[config.mk]
export PLATFORM = sky130hd
export DESIGN_NAME = deser_queue
export DESIGN_NICKNAME = d
export VERILOG_FILES = /design/src/rtl/deser_queue_pkg.sv /design/src/rtl/deser_queue_bit_collector.sv /design/src/rtl/deser_queue.sv
export SDC_FILE = /design/constraint.sdc
export NUM_CORES = 1
export LEC_CHECK = 0
export CORE_UTILIZATION = 45
export CTS_CLUSTER_SIZE = 14
export DETAILED_ROUTE_END_ITERATION = 16
export PLACE_DENSITY_LB_ADDON = 0.1
export SLEW_MARGIN = 20
export SYNTH_ARGS = -nofsm -noshare
export SYNTH_HDL_FRONTEND = slang
export SYNTH_SLANG_ARGS = --single-unit
[constraint.sdc]
create_clock -name clk -period 2.6 [get_ports clk]
set_clock_uncertainty 0.15 [all_clocks]
set_input_delay 0.39 -clock clk [delete_from_list [all_inputs] [get_ports clk]]
set_output_delay 0.39 -clock clk [all_outputs]
set_load 0.02 [all_outputs]
[src/rtl/deser_queue_pkg.sv]
// Shared types and default sizing for the serial-to-parallel word queue.
package deser_queue_pkg;

  typedef enum logic {
    LSB_FIRST = 1'b0,
    MSB_FIRST = 1'b1
  } bit_order_e;

  localparam int DEFAULT_DATA_W = 8;
  localparam int DEFAULT_DEPTH  = 8;

endpackage

[src/rtl/deser_queue_bit_collector.sv]
// Shifts serial bits into a word; word/word_done present the completed word
// combinationally on the cycle its last bit is sampled, so it is stored on that edge.
module bit_collector
  import deser_queue_pkg::*;
#(
  parameter int         DATA_W    = DEFAULT_DATA_W,
  parameter bit_order_e BIT_ORDER = MSB_FIRST
) (
  input  logic              clk,
  input  logic              reset_n,
  input  logic              data_in,
  input  logic              write_in,
  output logic [DATA_W-1:0] word,
  output logic              word_done
);

  localparam int CNT_W = $clog2(DATA_W);

  logic [DATA_W-1:0] shift_reg;
  logic [DATA_W-1:0] shift_next;
  logic [DATA_W-1:0] shifted;
  logic [CNT_W-1:0]  bit_cnt_reg;
  logic [CNT_W-1:0]  bit_cnt_next;
  logic              last_bit;

  generate
    if (BIT_ORDER == MSB_FIRST) begin : g_msb_first
      assign shifted = {shift_reg[DATA_W-2:0], data_in};
    end else begin : g_lsb_first
      assign shifted = {data_in, shift_reg[DATA_W-1:1]};
    end
  endgenerate

  assign last_bit  = (bit_cnt_reg == CNT_W'(DATA_W - 1));
  assign word      = shifted;
  assign word_done = write_in && last_bit;

  always_comb begin
    shift_next   = shift_reg;
    bit_cnt_next = bit_cnt_reg;
    if (write_in) begin
      shift_next   = shifted;
      bit_cnt_next = last_bit ? '0 : bit_cnt_reg + CNT_W'(1);
    end
  end

  always_ff @(posedge clk or negedge reset_n) begin
    if (!reset_n) begin
      shift_reg   <= '0;
      bit_cnt_reg <= '0;
    end else begin
      shift_reg   <= shift_next;
      bit_cnt_reg <= bit_cnt_next;
    end
  end

endmodule

[src/rtl/deser_queue.sv]
// Serial deserializer feeding a DEPTH-entry word queue with registered pop output
// and a sticky overflow flag for words that arrive while the queue is full.
module deser_queue
  import deser_queue_pkg::*;
#(
  parameter int         DATA_W    = DEFAULT_DATA_W,
  parameter int         DEPTH     = DEFAULT_DEPTH,
  parameter bit_order_e BIT_ORDER = MSB_FIRST
) (
  input  logic                       clk,
  input  logic                       reset_n,
  input  logic                       data_in,
  input  logic                       write_in,
  input  logic                       dequeue_in,
  input  logic                       clear_ovf_in,
  output logic [DATA_W-1:0]          data_out,
  output logic                       data_out_valid,
  output logic [$clog2(DEPTH+1)-1:0] len,
  output logic                       full,
  output logic                       empty,
  output logic                       overflow
);

  localparam int PTR_W = $clog2(DEPTH);
  localparam int LEN_W = $clog2(DEPTH + 1);

  logic [DATA_W-1:0] word;
  logic              word_done;

  logic [DATA_W-1:0] mem [DEPTH];
  logic [PTR_W-1:0]  wr_ptr_reg;
  logic [PTR_W-1:0]  rd_ptr_reg;
  logic [LEN_W-1:0]  len_reg;
  logic [LEN_W-1:0]  len_next;
  logic              full_reg;
  logic              empty_reg;
  logic              overflow_reg;
  logic [DATA_W-1:0] data_out_reg;
  logic              data_out_valid_reg;

  logic pop;
  logic push;
  logic drop;

  bit_collector #(
    .DATA_W    (DATA_W),
    .BIT_ORDER (BIT_ORDER)
  ) u_bit_collector (
    .clk       (clk),
    .reset_n   (reset_n),
    .data_in   (data_in),
    .write_in  (write_in),
    .word      (word),
    .word_done (word_done)
  );

  // A pop frees the head slot on the same edge, so a full queue can still accept.
  assign pop  = dequeue_in && !empty_reg;
  assign push = word_done && (!full_reg || pop);
  assign drop = word_done && full_reg && !pop;

  always_comb begin
    len_next = len_reg;
    case ({push, pop})
      2'b10:   len_next = len_reg + LEN_W'(1);
      2'b01:   len_next = len_reg - LEN_W'(1);
      default: len_next = len_reg;
    endcase
  end

  // Storage is never reset; len gates every read so stale entries stay hidden.
  always_ff @(posedge clk) begin
    if (push) begin
      mem[wr_ptr_reg] <= word;
    end
  end

  always_ff @(posedge clk or negedge reset_n) begin
    if (!reset_n) begin
      wr_ptr_reg         <= '0;
      rd_ptr_reg         <= '0;
      len_reg            <= '0;
      full_reg           <= 1'b0;
      empty_reg          <= 1'b1;
      overflow_reg       <= 1'b0;
      data_out_reg       <= '0;
      data_out_valid_reg <= 1'b0;
    end else begin
      if (push) begin
        wr_ptr_reg <= wr_ptr_reg + PTR_W'(1);
      end
      if (pop) begin
        rd_ptr_reg   <= rd_ptr_reg + PTR_W'(1);
        data_out_reg <= mem[rd_ptr_reg];
      end
      data_out_valid_reg <= pop;
      len_reg            <= len_next;
      full_reg           <= (len_next == LEN_W'(DEPTH));
      empty_reg          <= (len_next == '0);
      if (drop) begin
        overflow_reg <= 1'b1;
      end else if (clear_ovf_in) begin
        overflow_reg <= 1'b0;
      end
    end
  end

  assign data_out       = data_out_reg;
  assign data_out_valid = data_out_valid_reg;
  assign len            = len_reg;
  assign full           = full_reg;
  assign empty          = empty_reg;
  assign overflow       = overflow_reg;

endmodule

* Word level (Yosys, flattened, before mapping)
Memory sizes are Yosys's and may differ from the RTL's. A register that Yosys moved wholly into a read port is not among the register bits. Cells that the tools add are included. Widths: inputs -> output; s select.
Operators by class: muxes and demuxes 6, reduce and logical (&&, ||, !) cells 12, add/subtract/negate cells 5, equality and inequality tests 4
Operators by type and width (count):
- $add 3x1->3 const B | 3
- $pmux 4 s2 | 1
- $logic_and 1x1->1 | 5
- $add 4x1->4 const B | 1
- $eq 4x4->1 const B | 1
- $logic_not 1->1 | 4
- $logic_not 4->1 | 1
- $mux 1 | 4
- $sub 4x1->4 const B | 1
- $eq 3x3->1 const B | 1
- $mux 3 | 1
- $eq 2x1->1 const B | 1
- $eq 2x2->1 const B | 1
- $reduce_bool 2->1 | 1
- $logic_or 1x1->1 | 1
Word-level totals: bits in registers 24, logic and storage cells 37, memories 1, input bits 6, bits in writable memories 64
Memory list:
- mem | words 8, width 8, rd ports 1, clocked after memory_dff 1, write ports 1, line deser_queue.sv:30 | logic [DATA_W-1:0] mem [DEPTH];

* Longest topological paths before layout
word-level depth 7, depth in mapped cells 13, gate-level depth less buffers 12

* Cells and area by module
From an unflattened synthesis, not the netlist that was laid out.
Unflattened totals: cell total of the unflattened synthesis 218, area, all modules 3922.5 sq um
By module, submodules not included:
- deser_queue | times used 1, seq. area each 2473.6 sq um, cells an instance 192, area each 3473.3 sq um
- bit_collector | times used 1, seq. area each 250.2 sq um, cells an instance 26, area each 449.2 sq um

* Worst setup path before layout
No wires, ideal clock.
path kind register to register, start point register empty_reg, in the netlist empty, end point register full_reg, in the netlist full, arrival 2639 ps, stages on the path, launching flop included 12, slack -308 ps, setup time 119 ps, buffers on the path 2, data required time 2331 ps, clock period less this slack 2908 ps, cell sequence dfstp_2 -> nand2b_1 -> clkbuf_1 -> inv_1 -> ha_1 -> clkbuf_1 -> xor2_1 -> ha_1 -> a21oi_1 -> xor3_1 -> a31oi_1 -> o21ba_2
On the way: longest elaborated chain between the ends 7, elaborated cells on any way between the ends 8, classes of those cells eq/ne: 3; mux: 1; reduce/logical: 4
RTL lines:
- start: declaration | line deser_queue.sv:36 | logic empty_reg;
- start signal: assignment | line deser_queue.sv:99 | empty_reg <= (len_next == '0);
- $logic_not 1->1 * | line deser_queue.sv:58 | assign pop = dequeue_in && !empty_reg;
- $logic_and 1x1->1 * | line deser_queue.sv:58
- via pop | line deser_queue.sv:41 | logic pop;
- $logic_or 1x1->1 | line deser_queue.sv:59 | assign push = word_done && (!full_reg || pop);
- $logic_and 1x1->1 | line deser_queue.sv:59
- $eq 2x1->1 or $eq 2x2->1 (tied branches) | line deser_queue.sv:64 | case ({push, pop})
- $pmux 4 s2 * | line deser_queue.sv:64
- $eq 4x4->1 * | line deser_queue.sv:98 | full_reg <= (len_next == LEN_W'(DEPTH));
- end signal: assignment | line deser_queue.sv:98
- end: declaration | line deser_queue.sv:35 | logic full_reg;
Mark *: on every way through the listed nets, which the timed path passes. The rest lies on a longest branch. A chain may end at the register's enable or synchronous reset.

* Worst setup path after layout
start point register u_bit_collector.bit_cnt_reg[0], end point register full_reg, in the netlist full
On the way: longest elaborated chain between the ends 6, elaborated cells on any way between the ends 7, classes of those cells eq/ne: 4; mux: 1; reduce/logical: 2
RTL lines:
- start: declaration | line deser_queue_bit_collector.sv:22 | logic [CNT_W-1:0] bit_cnt_reg;
- start signal: assignment | line deser_queue_bit_collector.sv:53 | bit_cnt_reg <= bit_cnt_next;
- $eq 3x3->1 * | line deser_queue_bit_collector.sv:34 | assign last_bit = (bit_cnt_reg == CNT_W'(DATA_W - 1));
- $logic_and 1x1->1 * | line deser_queue_bit_collector.sv:36 | assign word_done = write_in && last_bit;
- $logic_and 1x1->1 * | line deser_queue.sv:59
- $eq 2x1->1 or $eq 2x2->1 (tied branches) | line deser_queue.sv:64
- $pmux 4 s2 * | line deser_queue.sv:64
- $eq 4x4->1 * | line deser_queue.sv:98
Mark *: on every way between the ends. The rest lies on a longest branch, timed or not.

==> out/metrics.yaml <==
run_status:
  outcome: "complete, no violations"
global_route:
  grt_pass1_vias: 1928
  grt_max_degree: 33
  grt-ovfl-total: 0
  grt_antenna_before_repair: 0
  grt_use_total_pct: 17.1
  grt_pass1_wl_um: 10800
sta:
  hold_viol: 0
  finalMaxSlewViolations: 0
  max_freq_mhz: 405
  worst_slew_pin_slew_ns: 0.786
  slew_headroom_pct: 47.6
  setup_viol: 0
  fin_tns_setup_ns: 0
  fin_crit_sh_pct: 94.9
  rsz0062_at_grt: "true"
  min_period_ns: 2.47
pwr:
  clock_power_share_pct: 18.5
  comb_power_share_pct: 34.2
  switching_power_mw: 1.51
  vdd.ir_drop.worst_v: 0.000366
  pwr-share-seq_pct: 47.3
  p_int_mw: 3.16
  leakagePower_nw: 1.66
  powerDensity_nw_per_um2: 1030
  switching_share_pct: 32.3
clocking:
  cts.root.buffer_cell: "clkbuf_8"
  path_clk_slew_ns: 0.09
  numCtsBuffers: 9
  cts_buffer_depth: 2
  cts-htree-levels: 3
  cts_tree: "yes"
  clock_latency_ns: 0.35
  clock_sinks: 96
synthesis:
  syn_area_per_cell_um2: 17.7
  ys_ff_latch: 96
  seq_area_frac_synth_pct: 70.2
  async_flop_share_pct: 33.3
  synth_top_flop_cell: "edfxtp_1"
  synth_fp_nets: 232
  synth_cell_types: 37
  yosysTopAreaCell: "edfxtp_1"
  ys_top_cells_by_area: "edfxtp_1 50%, dfrtp_1 20%, mux4_2 5.2%, mux4_1 4.7%, mux2_2 3.2%"
  synth_cells: 219
  synth_top_area_share_pct: 49.5
  synth_edf_count: 64
  synth_area_um2: 3880
  yosys_warnings: 0
setup_path:
  worstPathArrival_ns: 2.56
  worstPathRequired_ns: 2.70
  critPathMaxFanout: 3
  cp-start-kind: "register"
  cp_cell_sequence: "ha_2, ha_4, nand2_2, a21oi_4, inv_2, ha_2, xor2_1, ha_2, a21oi_2, xor3_1, a31oi_1, o21ba_2"
  endpoint_kind: "register"
  timing.rr.end: "full"
  rr_worst_depth: 12
  cpPeakStageDelay_ns: 0.38
  crit_type: "register to register"
  crit_slowest_cell: "dfrtp_1"
  r2r_start: "u_bit_collector.bit_cnt_reg[0]"
  worst-path-buf-inv: 1
  critPathMostFrequentCell: "ha_2"
  critical_path.top_delay_family: "adder cells"
  ff2ff_setup_slack_ns: 0.13
floorplan:
  die_area_um2: 8990
  placementRows: 33
  core_um2: 8300
  start_util_pct: 46.7
  die_y_um: 94.8
  die_w_um: 94.8
  pin_count: 22
worst_hold_path:
  hp-start: "data_out[0]"
  holdPathStages: 2
  holdCritPathClass: "register to register"
  min_to: "data_out[0]"
run:
  max_cap_viol_count: 0
cells_and_area:
  final_cell_mix: "64 x edfxtp_1, 31 x dfrtp_1, 22 x buf_4"
  fin_area_um2: 4540
  area_growth_pct: 17.2
  final_common_cell: "edfxtp_1"
  largest_register_ffs: 64
  utilization_pct: 54.8
  diodes: 0
  drive_gt1_share_pct: 26.0
  layout.nets: 277
detailed_routing:
  drt_pass1_iterations: 4
  drc: 0
  wire_per_inst_um: 18.3
  ant_nets: 0
  vias: 1970
  vias_per_cell: 5.27
  drt_iter0_markers: 103
  finalWirelength_um: 6840
placement:
  numPortBuffers: 21
  place_area_um2: 4340
  hpwl_um: 4200
  gp_congestion: 0.736
-- metrics by stage --
step	power (mW)	instances	worst slack, ns	hold WS, ns
after floorplan	3.30	219	-0.0342	-0.0556
after global placement	3.81	356	-0.128	0.317
after detailed placement	3.83	356	-0.175	0.328
after CTS	4.69	373	0.0268	0.350
after global routing	4.96	374	-0.0504	0.377
final	4.67	374	0.133	0.341
-- routing by layer --
layer | global-route usage [%] | share of wire [%] | vias to the layer above
met3 | 2.90 | 2.3 | 5
li1 | - | - | 923
met1 | 23.9 | 49 | 1018
met5 | 0 | 0 | -
met2 | 26.6 | 48 | 24
met4 | 7.20 | 1.0 | 0
-- power groups by stage --
stage / clock, mW / sequential (mW) / combinational, mW
global route: 0.949 / 2.26 / 1.75
floorplan: 0 / 2.28 / 1.02
global placement: 0 / 2.23 / 1.57
CTS: 0.894 / 2.21 / 1.59
finish: 0.866 / 2.21 / 1.60
detailed placement: 0 / 2.24 / 1.59
-- area by class of cell --
cell class	count	area, µm²
Clock buffer	10	128
Clock inverter	6	43.8
Sequential cell	96	2720
Timing Repair Buffer	44	380
Tap cell	105	131
Multi-Input combinational cell	109	1120
Fill cell	660	3750
Inverter	4	15.0
-- tightest hold or removal path: stages, from the launching register on --
cell,delay [ns]
dfrtp_1,0.35
nand2_1,0.05
o21ai_1,0.06
-- cell usage after synthesis (2+ instances only) --
| master | count |
|---|---|
| edfxtp_1 | 64 |
| dfrtp_1 | 31 |
| nand2_1 | 17 |
| mux2_2 | 11 |
| mux4_2 | 9 |
| mux2i_1 | 8 |
| o21ai_1 | 8 |
| ha_1 | 7 |
| mux4_1 | 7 |
| nor2_1 | 6 |
| nor3_1 | 6 |
| clkbuf_1 | 5 |
| inv_1 | 4 |
| nand2b_1 | 4 |
| xnor2_1 | 4 |
| xor2_1 | 4 |
| a21oi_1 | 2 |
| buf_2 | 2 |
| o21ai_0 | 2 |
-- cell families after synthesis --
kind of cell	count (synthesis)	share of synthesized area, %
AO/OA/AOI/OAI	17	2.58
XOR/XNOR	9	2.42
adder cells (fa/ha/maj)	7	2.26
buffers and inverters	14	2.13
flip-flops	96	70.2
multiplexers	35	15.2
AND/OR/NAND/NOR	41	5.16
-- how the worst max path moves through the flow --
stage	to	depth (start not counted)	slack (ns)	from
4_1_cts	full	12	0.03	u_bit_collector.bit_cnt_reg[0]
3_5_place_dp	full	11	-0.18	dequeue_in
3_3_place_gp	full	11	-0.13	dequeue_in
2_1_floorplan	full	13	-0.03	u_bit_collector.bit_cnt_reg[0]
6_report	full	12	0.13	u_bit_collector.bit_cnt_reg[0]
5_1_grt	full	12	-0.05	u_bit_collector.bit_cnt_reg[0]
-- repair_timing --
action / CTS / global route
setup buffers: 0 / 1
gates resized for setup: 0 / 5
endpoints found under the hold margin: 6 / 0
endpoints found under the setup margin: 0 / 3
hold buffers: 1 / 0
Note: power is estimated with default switching activity, not from simulation.
